`config.mk`:
```
export PLATFORM = sky130hd
export DESIGN_NAME = alu_sequencer
export DESIGN_NICKNAME = d
export VERILOG_FILES = /design/src/rtl/alu_sequencer_pkg.sv /design/src/rtl/alu_sequencer_alu.sv /design/src/rtl/alu_sequencer.sv
export SDC_FILE = /design/constraint.sdc
export NUM_CORES = 1
export LEC_CHECK = 0
export CAP_MARGIN = 20
export CORE_ASPECT_RATIO = 0.7
export CORE_UTILIZATION = 38
export CTS_BUF_LIST = sky130_fd_sc_hd__clkbuf_8
export DETAILED_ROUTE_END_ITERATION = 12
export HOLD_SLACK_MARGIN = 0.12
export SLEW_MARGIN = 20
export SYNTH_ARGS = -nofsm -noshare
export SYNTH_HDL_FRONTEND = slang
export SYNTH_SLANG_ARGS = --single-unit
```
`constraint.sdc`:
```
create_clock -name clk -period 2.2 [get_ports clk]
set_clock_uncertainty 0.2 [all_clocks]
set_input_delay 0.44 -clock clk [delete_from_list [all_inputs] [get_ports clk]]
set_output_delay 0.44 -clock clk [all_outputs]
set_load 0.005 [all_outputs]
```
`src/rtl/alu_sequencer_pkg.sv`:
```
// alu_sequencer_pkg: FSM states and ALU op codes shared by the sequencer and its ALU.
package alu_sequencer_pkg;
    typedef enum logic [1:0] {IDLE, ISSUE, CAPTURE, RESP} state_t;
    localparam logic [2:0] OP_AND = 3'b000;
    localparam logic [2:0] OP_OR  = 3'b001;
    localparam logic [2:0] OP_XOR = 3'b010;
    localparam logic [2:0] OP_ADD = 3'b011;
    localparam logic [2:0] OP_SUB = 3'b100;
endpackage

```
`src/rtl/alu_sequencer_alu.sv`:
```
// alu_sequencer_alu: combinational ALU; any op with bit 2 set subtracts, carry is borrow for SUB.
module alu_sequencer_alu
    import alu_sequencer_pkg::*;
#(
    parameter int WIDTH = 4
) (
    input  logic [2:0]       op,
    input  logic [WIDTH-1:0] a,
    input  logic [WIDTH-1:0] b,
    output logic [WIDTH-1:0] data,
    output logic             carry
);
    logic [WIDTH:0] sum;
    logic [WIDTH:0] diff;
    always_comb begin
        sum   = {1'b0, a} + {1'b0, b};
        diff  = {1'b0, a} - {1'b0, b};
        data  = op[2]         ? diff[WIDTH-1:0] :
                op == OP_ADD  ? sum[WIDTH-1:0]  :
                op == OP_XOR  ? a ^ b           :
                op == OP_OR   ? a | b           :
                op == OP_AND  ? a & b           : '0;
        carry = op[2] ? diff[WIDTH] : (op == OP_ADD) && sum[WIDTH];
    end
endmodule

```
`src/rtl/alu_sequencer.sv`:
```
// alu_sequencer: one-command-at-a-time register-file ALU sequencer (IDLE -> ISSUE -> CAPTURE -> RESP).
module alu_sequencer
    import alu_sequencer_pkg::*;
#(
    parameter int WIDTH = 4,
    parameter int NREG  = 4,
    localparam int IW   = NREG > 1 ? $clog2(NREG) : 1
) (
    input  logic             clk,
    input  logic             rst_n,
    input  logic             cmd_valid,
    output logic             cmd_ready,
    input  logic [2:0]       cmd_op,
    input  logic [IW-1:0]    cmd_dst,
    input  logic [IW-1:0]    cmd_srca,
    input  logic [IW-1:0]    cmd_srcb,
    input  logic             cmd_use_imm,
    input  logic [WIDTH-1:0] cmd_imm,
    output logic             rsp_valid,
    input  logic             rsp_ready,
    output logic [WIDTH-1:0] rsp_data,
    output logic             rsp_carry
);
    state_t           state, state_nxt;
    logic             alive;
    logic [2:0]       op_q;
    logic [IW-1:0]    dst_q;
    logic [WIDTH-1:0] a_q, b_q, rd_a, rd_b, alu_data;
    logic             alu_carry, cmd_fire;
    logic [WIDTH-1:0] regs [NREG];

    // alive holds cmd_ready low until the first edge after reset release
    always_comb begin
        rd_a      = int'(cmd_srca) < NREG ? regs[cmd_srca] : '0;
        rd_b      = int'(cmd_srcb) < NREG ? regs[cmd_srcb] : '0;
        cmd_ready = alive && state == IDLE;
        rsp_valid = state == RESP;
        cmd_fire  = cmd_valid && cmd_ready;
        state_nxt = state == IDLE    ? (cmd_fire ? ISSUE : IDLE) :
                    state == ISSUE   ? CAPTURE :
                    state == CAPTURE ? RESP :
                    (rsp_ready ? IDLE : RESP);
    end

    alu_sequencer_alu #(.WIDTH(WIDTH)) u_alu (
        .op(op_q), .a(a_q), .b(b_q), .data(alu_data), .carry(alu_carry)
    );

    always_ff @(posedge clk or negedge rst_n) begin
        if (!rst_n) begin
            state     <= IDLE;
            alive     <= 1'b0;
            op_q      <= '0;
            dst_q     <= '0;
            a_q       <= '0;
            b_q       <= '0;
            rsp_data  <= '0;
            rsp_carry <= 1'b0;
            for (int i = 0; i < NREG; i++) regs[i] <= '0;
        end else begin
            state <= state_nxt;
            alive <= 1'b1;
            if (cmd_fire) begin
                op_q  <= cmd_op;
                dst_q <= cmd_dst;
                a_q   <= rd_a;
                b_q   <= cmd_use_imm ? cmd_imm : rd_b;
            end
            if (state == CAPTURE) begin
                rsp_data  <= alu_data;
                rsp_carry <= alu_carry;
                if (int'(dst_q) < NREG) regs[dst_q] <= alu_data;
            end
        end
    end
endmodule

```
==> results.cfg <==
[hold_path]
holdCritStartpoint = rsp_carry
hold_path.class = flop to flop

[cts]
cts_inserted_buffers = 5
insertion_delay_ns = 0.28
h_tree_level_count = 2
cts_max_path_buffers = 2
root_buffer_selected_by_cts = sky130_fd_sc_hd__clkbuf_8
clkTransAtPathRegs_ns = 0.07
cts_num_sinks = 37
clock_tree_from_tritoncts = done

[global_routing]
grt_antenna_before_repair = 0
first_global_vias = 1508
grt_start_max_net_pins = 23
global_route.usage.total_pct = 16.29
global_route.overflow_total = 0
grt_first_pass_wirelength_um = 7334

[detailed_routing]
finalWirelength_um = 4368
drtIter0Drc = 31
ant_nets = 0
route.detailed.vias_per_inst = 4.929
route.detailed.drc = 0
1st_pass_router_iterations = 4
via_count = 1538
route.detailed.wl_per_inst_um = 14.00

[cells_and_area]
post_route_cells_drive_above_1_share_pct = 27.50
antenna_cells_inserted = 0
nets = 271
share_of_the_core_filled_with_cells_in_the_final_layout_pct = 51.96
n_fill_cell = 498
stdcell_count = 312
area_growth_pct = 30.27

[outcome]
violations = setup timing
status = finished, violations left

[power]
internal-power_mw = 2.539
portion_of_total_power_attributed_to_combinational_logic_pct = 56.1
power_frac_clock_pct = 13.7
power_density_nw_per_um2 = 1519
power_leakage_nw = 1.214
power.switching_mw = 1.633
power_switching_share_pct = 39.14
power_frac_seq_pct = 30.3
post_route_total_power_mw = 4.172
vdd.ir_drop.worst_uv = 774.2

[synthesis]
synth.avg_cell_area_um2 = 10.87
synth_cell_types = 40
synth_async_sr_flop_share_pct = 100.0
synthesized_net_count = 226
synth.most_common_cell = sky130_fd_sc_hd__dfrtp_1
yosysWarnings = 0
ys_top_cells_by_count = sky130_fd_sc_hd__dfrtp_1, sky130_fd_sc_hd__nand2_1, sky130_fd_sc_hd__o21ai_0
synth_area_um2 = 2108
yosys-top-cells-area = sky130_fd_sc_hd__dfrtp_1, sky130_fd_sc_hd__mux4_2, sky130_fd_sc_hd__ha_1
synth_cells = 194
synth_enable_flop_cells = 0
post-synth-top-area-fraction_pct = 43.92
netlist.top_cell.by_area = sky130_fd_sc_hd__dfrtp_1
yosys_most_used_dff = sky130_fd_sc_hd__dfrtp_1
seq_area_frac_synth_pct = 43.92
synth-seq-cells = 37

[placed_design]
gp_congestion = 0.7940
port_buffers = 24
dp_hpwl_um = 3457
place.detailed.instances = 303

[sta]
final-hold-violation-count = 0
hold_ws_ns = 0.2886
final.min_clock_period_ns = 2.224
setup_ws_ns = -0.02392
slew_headroom_pct = 66.22
finalSetupViolCount = 5
max_freq_mhz = 449.7
worst_slew_pin_slew_ns = 0.5067
setup_repair_after_global_routing_missed_its_margin = true
timing.final.max_slew_violations = 0
final.period_utilization_pct = 101.1

[critical_path]
worstSetupStartpoint = b_q[0]
worst_setup_path_start_kind = flop
required_ns = 2.16
critPathCaptureType = flop
reg2reg_depth = 6
r2r_start = b_q[0]
path_cells = ha_2 > fa_1 > mux4_2 > a21oi_4 > buf_6 > o21ai_2
critPathArrivalTime_ns = 2.19
crit_slowest_cell = sky130_fd_sc_hd__mux4_2
slowest_delay_ns = 0.50
r2r_setup_slack_ns = -0.02
r2r_end = regs[5]
crit_path_class = flop to flop
worstPathMaxFanout = 5
crit_path_end = regs[5]

[floorplan]
dieArea_um2 = 5855
core_area_um2 = 5285
floorplan.initialDensity_pct = 39.89
core.rowCount = 22
die_height_um = 64.32
ios = 25
die_w_um = 91.03

[run]
drv_cap = 0
-- per-layer routing --
metal	up-vias	share of wire, %	wire length [µm]	track usage, %
li1	781	-	-	-
met1	742	53	2294	23.33
met2	13	45	1976	25.66
met3	2	1.9	81	3.214
met5	-	0	0	0
met4	0	0.34	15	3.571
-- repair_timing --
action | in CTS | in global routing
resized for setup | 11 | 9
pin swaps | 4 | 0
hold buffers | 1 | 0
setup endpoints to repair | 6 | 15
hold endpoints to repair | 20 | 0
setup buffers | 1 | 0
-- metrics by stage --
step / setup TNS (ns) / worst slack, ns / area (µm²)
global placement: -0.4403 / -0.09314 / 2564
floorplan: 0 / 0.04631 / 2108
global route: -0.3081 / -0.06083 / 2746
finish: -0.08030 / -0.02392 / 2746
detailed placement: -0.5644 / -0.1247 / 2564
CTS: -0.001265 / -0.001265 / 2711
-- critical path, delay by kind of cell, from the launching register on --
kind	cells	cell delay, ns
buf+inv	1	0.15
flops	1	0.39
compound gates	2	0.24
fa+ha+maj	2	0.62
mux	1	0.50
-- logic make-up (layout without fill, tap and decap cells) --
| family | Yosys count | in the layout | synth area share [%] |
|---|---|---|---|
| simple gates | 58 | 58 | 13.18 |
| compound gates | 47 | 47 | 15.37 |
| flops | 37 | 37 | 43.92 |
| mux | 19 | 19 | 14.66 |
| buf+inv | 18 | 64 | 3.679 |
| fa+ha+maj | 14 | 14 | 9.021 |
| other cells | 1 | 1 | 0.1779 |
-- power groups by stage --
stage                     logic, mW  clock network [mW]  registers (mW)
after floorplan                1.33                   0            1.21
after global placement         2.14                   0            1.26
after detailed placement       2.15                   0            1.27
after CTS                      2.25               0.584            1.26
after global routing           2.59               0.615            1.32
final                          2.34               0.570            1.26
-- placed cells by master, fill, tap and decap left out, types with 2 or more instances in the layout --
cell type,instances
sky130_fd_sc_hd__a21o_2,2
sky130_fd_sc_hd__a21oi_1,7
sky130_fd_sc_hd__and2_1,2
sky130_fd_sc_hd__and3_2,2
sky130_fd_sc_hd__buf_4,19
sky130_fd_sc_hd__clkbuf_8,5
sky130_fd_sc_hd__clkdlybuf4s50_1,23
sky130_fd_sc_hd__dfrtp_1,36
sky130_fd_sc_hd__ha_1,10
sky130_fd_sc_hd__inv_1,11
sky130_fd_sc_hd__mux2_2,5
sky130_fd_sc_hd__mux2i_1,5
sky130_fd_sc_hd__mux4_2,9
sky130_fd_sc_hd__nand2_1,30
sky130_fd_sc_hd__nand2b_1,4
sky130_fd_sc_hd__nand3_1,2
sky130_fd_sc_hd__nand3b_1,2
sky130_fd_sc_hd__nor2_1,8
sky130_fd_sc_hd__nor2b_1,3
sky130_fd_sc_hd__o21ai_0,18
sky130_fd_sc_hd__o21ai_2,4
sky130_fd_sc_hd__o31ai_2,4
-- sequential cells by signal, indices dropped and copies added, names as in the netlist --
signal     flops
alive          1
b_q            4
regs          16
rsp_carry      1
op_q           3
state          2
a_q            4
dst_q          2
rsp_data       4
-- final cells by class --
type | count | area [µm²] | area share, %
clock buffer | 5 | 68.82 | 2.506
clock inverter | 3 | 42.54 | 1.549
inverter | 10 | 37.54 | 1.367
multi-input combinational | 139 | 1161 | 42.28
sequential | 37 | 927.1 | 33.76
tap | 72 | 90.09 | 3.280
timing repair buffer | 46 | 419.2 | 15.26
-- how the worst min path moves through the flow --
stage	to	slack [ns]	depth (start not counted)
finish	rsp_carry	0.29	2
CTS	rsp_carry	0.30	2
floorplan	a_q[0]	-0.06	0
detailed placement	rsp_data[0]	0.24	1
global placement	rsp_data[0]	0.24	1
global route	rsp_data[3]	0.33	2
(Power assumes the default switching activity.)
